**config.mk**
```make
export PLATFORM = sky130hd
export DESIGN_NAME = demux1to4_reg
export DESIGN_NICKNAME = d
export VERILOG_FILES = /design/src/rtl/demux1to4_reg.sv
export SDC_FILE = /design/constraint.sdc
export NUM_CORES = 1
export LEC_CHECK = 0
export BUFFER_PORTS_ARGS = -buffer_cell sky130_fd_sc_hd__buf_2
export CORE_UTILIZATION = 45
export DETAILED_ROUTE_END_ITERATION = 6
export HOLD_SLACK_MARGIN = 0.03
export PLACE_DENSITY_LB_ADDON = 0.1
export REMOVE_ABC_BUFFERS = 1
export SLEW_MARGIN = 20
export SYNTH_ARGS = -nofsm -noshare
export SYNTH_HDL_FRONTEND = slang
export SYNTH_SLANG_ARGS = --single-unit
```
**constraint.sdc**
```tcl
create_clock -name clk -period 1.8 [get_ports clk]
set_input_delay 0.18 -clock clk [delete_from_list [all_inputs] [get_ports clk]]
set_output_delay 0.18 -clock clk [all_outputs]
set_load 0.05 [all_outputs]
```
**src/rtl/demux1to4_reg.sv**
```systemverilog
// Registered 1-to-4 demultiplexer with per-channel holding registers, valid/ack
// handshake on each output, unicast or broadcast input, and a transfer counter.
module demux1to4_reg #(
    parameter int WIDTH = 32
) (
    input  logic             clk,
    input  logic             reset_n,
    input  logic             in_valid,
    output logic             in_ready,
    input  logic [1:0]       selector,
    input  logic             bcast,
    input  logic [WIDTH-1:0] Data_in,
    output logic [3:0]       out_valid,
    input  logic [3:0]       out_ack,
    output logic [WIDTH-1:0] Data_out_0,
    output logic [WIDTH-1:0] Data_out_1,
    output logic [WIDTH-1:0] Data_out_2,
    output logic [WIDTH-1:0] Data_out_3,
    output logic [15:0]      xfer_count
);

    typedef enum logic {
        CH_EMPTY = 1'b0,
        CH_FULL  = 1'b1
    } ch_state_e;

    ch_state_e        state_q [4];
    ch_state_e        state_d [4];
    logic [WIDTH-1:0] data_q  [4];
    logic [WIDTH-1:0] data_d  [4];
    logic [15:0]      count_q;
    logic [15:0]      count_d;
    logic [3:0]       free_s;
    logic [3:0]       load_s;
    logic             xfer_s;

    // Acceptance: a channel can take a word if empty or being drained this cycle.
    always_comb begin
        free_s   = 4'b0000;
        in_ready = 1'b0;
        xfer_s   = 1'b0;
        load_s   = 4'b0000;
        for (int i = 0; i < 4; i++) begin
            free_s[i] = (state_q[i] == CH_EMPTY) || out_ack[i];
        end
        if (bcast) begin
            in_ready = &free_s;
        end else begin
            in_ready = free_s[selector];
        end
        xfer_s = in_valid && in_ready;
        for (int i = 0; i < 4; i++) begin
            if (xfer_s && (bcast || (selector == 2'(i)))) begin
                load_s[i] = 1'b1;
            end else begin
                load_s[i] = 1'b0;
            end
        end
    end

    // Per-channel next state and holding-register data; a load wins over an ack.
    always_comb begin
        for (int i = 0; i < 4; i++) begin
            state_d[i] = state_q[i];
            data_d[i]  = data_q[i];
            case (state_q[i])
                CH_EMPTY: begin
                    if (load_s[i]) begin
                        state_d[i] = CH_FULL;
                    end else begin
                        state_d[i] = CH_EMPTY;
                    end
                end
                CH_FULL: begin
                    if (load_s[i]) begin
                        state_d[i] = CH_FULL;
                    end else if (out_ack[i]) begin
                        state_d[i] = CH_EMPTY;
                    end else begin
                        state_d[i] = CH_FULL;
                    end
                end
                default: begin
                    state_d[i] = CH_EMPTY;
                end
            endcase
            if (load_s[i]) begin
                data_d[i] = Data_in;
            end else begin
                data_d[i] = data_q[i];
            end
        end
    end

    // Transfer counter, wraps naturally at 16 bits; broadcast counts once.
    always_comb begin
        if (xfer_s) begin
            count_d = count_q + 16'd1;
        end else begin
            count_d = count_q;
        end
    end

    // State, data and counter registers.
    always_ff @(posedge clk or negedge reset_n) begin
        if (!reset_n) begin
            for (int i = 0; i < 4; i++) begin
                state_q[i] <= CH_EMPTY;
                data_q[i]  <= {WIDTH{1'b0}};
            end
            count_q <= 16'd0;
        end else begin
            for (int i = 0; i < 4; i++) begin
                state_q[i] <= state_d[i];
                data_q[i]  <= data_d[i];
            end
            count_q <= count_d;
        end
    end

    // Output mapping straight from the registers.
    always_comb begin
        for (int i = 0; i < 4; i++) begin
            out_valid[i] = (state_q[i] == CH_FULL);
        end
        Data_out_0 = data_q[0];
        Data_out_1 = data_q[1];
        Data_out_2 = data_q[2];
        Data_out_3 = data_q[3];
        xfer_count = count_q;
    end

endmodule
```
==> results of run 1 <==
-- cells in the final DEF (no fill, tap or decap), drive strengths merged, types with 4 or more instances in the layout --
| cell type | synthesis | final |
|---|---|---|
| a21oi | 4 | 4 |
| buf | 14 | 216 |
| bufinv | 0 | 8 |
| clkbuf | 0 | 22 |
| dfrtp | 148 | 148 |
| dlygate4sd3 | 0 | 28 |
| inv | 4 | 4 |
| mux2 | 128 | 128 |
| nand2 | 10 | 10 |
| nand2b | 4 | 4 |
| nand3 | 4 | 4 |
| nand4 | 5 | 5 |
| nor2 | 7 | 7 |
| nor3 | 4 | 4 |
| nor4 | 7 | 7 |
| o21ai | 4 | 4 |
| xnor2 | 6 | 6 |
| xor2 | 9 | 9 |
-- layer usage --
layer  GRT usage, %  up-vias
li1               -     1811
met1          25.52     2065
met2          35.62      154
met3          7.064       28
met4          9.870        0
met5              0        -
-- power groups by stage --
stage / Clock (uW) / Combinational [uW] / Sequential [uW]
3_3_place_gp: 0 / 6960 / 5070
3_5_place_dp: 0 / 7060 / 5120
5_1_grt: 4430 / 8060 / 5280
6_report: 4220 / 7760 / 5130
2_1_floorplan: 0 / 1110 / 9090
4_1_cts: 4280 / 7160 / 5080
-- registers in the layout (all words and copies together), names as in the netlist --
signal	cells
Data_out_2	32
Data_out_3	32
out_valid	4
Data_out_0	32
Data_out_1	32
xfer_count	16
-- kinds of logic after synthesis --
group | after synthesis
mux | 128
xor+xnor | 15
flops | 148
simple gates | 43
fa+ha+maj | 1
compound gates | 13
buf+inv | 18
-- timing repair --
item,in CTS,in global routing
hold buffers,27,1
setup buffers,0,8
endpoints found under the setup margin,129,134
resized for setup,9,75
cloned,0,5
endpoints found under the hold margin,224,1
pin swaps,0,5
-- through the flow --
step	TNS (ps)	hold WS, ps	worst slack (ps)	utilization [%]
final	-4938	52.18	-83.14	70.19
after CTS	-8441	-1.510	-93.37	66.15
after global placement	-1913	57.38	-37.66	57.81
after detailed placement	-12150	57.66	-125.8	57.81
after floorplan	-104800	-115.6	-1006	-
after global routing	-13110	44.59	-151.5	70.19
-- Yosys cell counts --
cell type and number:
dfrtp_1 148, mux2_1 124, nand2_1 10, xor2_1 9, buf_2 7, nor4_1 7, xnor2_1 6, nand4_1 5
a21oi_1 4, buf_4 4, inv_1 4, mux2_2 4, nand2b_1 4, nand3_1 4, nor3_1 4, buf_6 3
nor2_1 3, o21ai_1 3, nor2_2 2, nor2_4 2, a21o_1 1, and3_1 1, ha_1 1, nand4bb_1 1
o21a_1 1, o21ai_0 1, o21ba_2 1, o221ai_2 1, o311ai_1 1
-- final cells by class --
class / count / share of cell area [%]
sequential: 148 / 43.21
multi-input combinational: 200 / 26.04
timing repair buffer: 248 / 19.84
clock buffer: 18 / 5.007
clock inverter: 14 / 3.284
tap: 168 / 2.452
inverter: 4 / 0.1752
-- worst paths after layout --
check	endpoint	depth (start not counted)
setup / recovery	Data_out_1[21]	8
hold / removal	Data_out_3[31]	2
setup reg to reg	Data_out_1[21]	8
hold reg to reg	xfer_count[15]	1
max in group asynchronous	Data_out_1[19]	3
min in group asynchronous	Data_out_0[4]	2
-- worst max-delay path, cell delays in order (launching register included) --
cell and delay [ps]:
dfrtp_1 380, nand2b_4 90, o311ai_4 260, a21o_1 220, buf_12 140, nor2_4 30
buf_4 150, clkbuf_16 170, mux2_1 310
==> impl_metrics.toml, run 1 <==
[timing]
worst_pin_slew_ps = 429.6
max_slew_margin_pct = 71.28
hold_viol = 0
rsz0062_at_grt = "true"
min_period_ps = 1883
worst_slack_ps = -83.14
period_share_pct = 104.6
final-setup-viol-count = 118
skew_ps = 5.492
maxSlewViolCount = 0
fmax_mhz = 531.0

[critical_path]
path_max_fanout = 8
worstSetupStartpoint = "out_valid[1]"
criticalPathCategory = "register to register"
critPathCaptureType = "register"
reg2reg_slack_ps = -80
worstPathArrival_ps = 2180
reg2reg_from = "out_valid[1]"
startpoint_type = "register"
required_ps = 2090

[detailed_routing]
wl_met2_um = 7127
route.met3.wl_um = 927
drt_first_pass_iters = 4
highest_layer = "met4"
vias = 4058
viasPerCell = 5.073
drc = 0
route.detailed.wl_per_inst_um = 18.34
drt-initial-drc-count = 124
drt_wl_total_um = 14670
wl_met1_um = 6270
ant_nets = 0

[power]
p_seq_share_pct = 30.0
leakagePower_uw = 0.004095
power_frac_comb_pct = 45.3
intPower_uw = 9596
powerDensity_mw_per_mm2 = 1996
peakVddDrop_mv = 1.064
clockPowerShare_pct = 24.7
finalPower_uw = 17110
p_switching_uw = 7518
switching_share_pct = 43.93

[clock_network]
clk_pin_slew_ps = 60
cts_sinks = 148
cts.htree.levels = 4
cts_root_buf = "clkbuf_16"
cts-buffers-inserted = 17
cts_tree = "yes"
clockBufferDepth = 2
worstSkewPairLatency_ps = 410

[synthesis]
ys_types = 29
yosys.area_share.simple_pct = 4.212
yosys_register_bits = 148
netlist_area_mm2 = 0.005733
yosysWarnings = 0
synth_top_area_share_pct = 64.60
yosysSeqAreaShare_pct = 64.60
netlist_instances = 366
synth_compound_area_share_pct = 1.550
muxShareOfSynthArea_pct = 25.14
synth_adder_area_share_pct = 0.2182
synth_area_leaders = "dfrtp_1, mux2_1, xor2_1, xnor2_1, mux2_2"
synth_area_per_cell_um2 = 15.66
synth-xor-area-share_pct = 2.292
synth_area_leader_cell = "dfrtp_1"
synth_top_family_by_area = "multiplexers"

[floorplanning]
core-area_mm2 = 0.01221
start_util_pct = 46.95
ioPinCount = 191
die_y_um = 114.9
die-area_mm2 = 0.01320
rows = 40
die_x_um = 114.9

[global_routing]
grt_pass1_wl_um = 21130
grt_use_total_pct = 21.50
grt-ovfl-total = 0
first_global_vias = 4142
antenna_found_initial = 0
grt_max_degree = 73

[layout]
layout.cells.non_filler = 800
fill_cells = 857
multi_input_area_mm2 = 0.002232
final_design_area_no_fill_mm2 = 0.008572
layout-drive-gt1-share_pct = 52.22
syn_to_final_growth_pct = 49.52
diodes = 0
num-nets-final = 662
register_area_mm2 = 0.003704

[run_status]
status = "finished, violations left"
failed_checks = "negative setup slack"

[placement]
gp_congestion = 0.8061
dpl-instance-area_mm2 = 0.007059
hpwl_um = 8994
port_buffers = 190
dp_cells = 728

[worst_hold_path]
hp-start = "Data_in[31]"
hp-class = "input pin to register"

[run]
drv_cap = 0
(Power assumes the default switching activity.)
==> run 2: changes to the inputs <==
--- a/config.mk
+++ b/config.mk
@@ -9,7 +9,7 @@
 export CORE_UTILIZATION = 45
 export DETAILED_ROUTE_END_ITERATION = 6
 export HOLD_SLACK_MARGIN = 0.03
-export PLACE_DENSITY_LB_ADDON = 0.1
+export PLACE_DENSITY = 0.81
 export REMOVE_ABC_BUFFERS = 1
 export SLEW_MARGIN = 20
 export SYNTH_ARGS = -nofsm -noshare
==> run 2 against run 1 <==
The run still ends with negative setup slack left. Sequential power up 1%. Core utilization hardly changed. Critical path depth unchanged. Sequential share of layout area barely moved.
==> impl_metrics.toml, run 2 (same netlist as run 1, synthesis figures left out) <==
[detailed_routing]
vias = 4055
route.detailed.wl_per_inst_um = 19.65
drt_wl_total_um = 15590
drt_first_pass_iters = 4
ant_nets = 0
drc = 0
drt-initial-drc-count = 271
viasPerCell = 5.113

[timing]
final-setup-viol-count = 131
maxSlewViolCount = 0
fmax_mhz = 515.9
worst_slack_ps = -138.4
min_period_ps = 1938
period_share_pct = 107.7
hold_viol = 0
max_slew_margin_pct = 60.58
worst_pin_slew_ps = 589.6
skew_ps = 8.831
rsz0062_at_grt = "true"

[clock_network]
cts_sinks = 148
cts-buffers-inserted = 17
clk_pin_slew_ps = 60
cts_root_buf = "clkbuf_16"
cts.htree.levels = 4
clockBufferDepth = 2
cts_tree = "yes"
worstSkewPairLatency_ps = 420

[layout]
num-nets-final = 657
diodes = 0
layout-drive-gt1-share_pct = 56.96
final_common_cell = "buf_2"
multi_input_area_mm2 = 0.002349
fill_cells = 820
syn_to_final_growth_pct = 49.50
finish.utilization_pct = 70.18
final_cell_mix = "buf_2, dfrtp_1, mux2_4"
register_area_mm2 = 0.003704

[floorplanning]
start_util_pct = 46.95
rows = 40
die_y_um = 114.9
die-area_mm2 = 0.01320
ioPinCount = 191
die_x_um = 114.9
core-area_mm2 = 0.01221

[worst_hold_path]
hp-start = "Data_in[4]"
hp-class = "input pin to register"
whs_path_depth = 2

[power]
clockPowerShare_pct = 22.4
peakVddDrop_mv = 1.122
intPower_uw = 9386
p_switching_uw = 7587
p_seq_share_pct = 30.5
power_frac_comb_pct = 47.1
powerDensity_mw_per_mm2 = 1980
switching_share_pct = 44.70
leakagePower_uw = 0.004141

[critical_path]
reg2reg_depth = 8
crit_slowest_cell = "dfrtp_1"
reg2reg_from = "out_valid[3]"
path_max_fanout = 8
worstPathArrival_ps = 2240
criticalPathCategory = "register to register"
startpoint_type = "register"
required_ps = 2100
worstSetupStartpoint = "out_valid[3]"
max_stage_delay_ps = 390
crit_chain = "nand2b_1, nand4_1, a21o_1, buf_12, nor2_4, buf_4, clkbuf_16, mux2_1"
critPathCaptureType = "register"

[global_routing]
antenna_found_initial = 0
grt_use_total_pct = 22.52
first_global_vias = 4185
grt_max_degree = 46
grt_pass1_wl_um = 22170
grt-ovfl-total = 0

[placement]
port_buffers = 190
gp_congestion = 0.8466
hpwl_um = 9348
post-place-ws_ps = -102.0

[run_status]
status = "finished, violations left"
failed_checks = "negative setup slack"

[run]
drv_cap = 0
## run 2: cell count changes in the layout (fill, tap and decap cells not counted), sizes merged
| cell | delta |
|---|---|
| buf | -1 |
| bufinv | -3 |
| dlygate4sd3 | -4 |
| clkinvlp | -2 |
| clkinv | +2 |
| clkbuf | +1 |
## run 2: final timing paths
path / slack, ps / end
setup / recovery: -140 / Data_out_1[25]
hold / removal: 40 / Data_out_3[4]
setup reg to reg: -140 / Data_out_1[25]
hold reg to reg: 480 / xfer_count[15]
max in group asynchronous: 930 / Data_out_0[29]
min in group asynchronous: 240 / Data_out_0[17]
## run 2: final cells by class
type                    instances  share of cell area (%)
repair buffers                243                   19.34
clock buffers                  19                   5.285
inverters                       4                  0.1752
well taps                     168                   2.453
clock inverters                11                   2.131
multi-input cells             200                   27.40
flip-flops and latches        148                   43.21
## run 2: worst max-delay path, delay by kind of cell, from the launching register on
kind                   cells  cell delay, ps
buffers and inverters      3             460
AND/OR/NAND/NOR            3             420
flip-flops                 1             390
multiplexers               1             330
AO/OA/AOI/OAI              1             220
## run 2: metrics by stage
| step | area [um^2] | TNS, ps | hold slack, ps | total power (uW) | std cells |
|---|---|---|---|---|---|
| floorplan | 5634 | -104800 | -115.6 | 10200 | 352 |
| global placement | 7104 | -302.4 | 117.7 | 12040 | 729 |
| detailed placement | 7104 | -7026 | 122.3 | 12210 | 729 |
| CTS | 8130 | -8271 | 32.81 | 16310 | 783 |
| global route | 8571 | -17930 | 39.98 | 17620 | 793 |
| finish | 8571 | -11070 | 43.07 | 16970 | 793 |
## run 2: metal layers
metal | vias to the layer above | part of all wire [%] | wire length (um) | track usage (%)
li1 | 1794 | - | - | -
met1 | 2079 | 41 | 6444 | 27.03
met2 | 151 | 50 | 7844 | 36.87
met3 | 31 | 5.7 | 882 | 7.169
met4 | 0 | 2.6 | 413 | 10.91
met5 | - | 0 | 0 | 0
## run 2: power groups by stage
stage               Clock, uW  Sequential, uW  Combinational (uW)
floorplan                   0            9090                1110
global placement            0            5050                6990
detailed placement          0            5120                7090
CTS                      3840            5090                7370
global route             4020            5300                8290
finish                   3800            5180                7990
## run 2: what timing repair did
action,CTS,global route
setup buffers,0,6
hold buffers,24,0
gates resized for setup,36,71
gates cloned,0,4
setup endpoints to repair,132,139
pin swaps,0,7
endpoints found under the hold margin,104,0
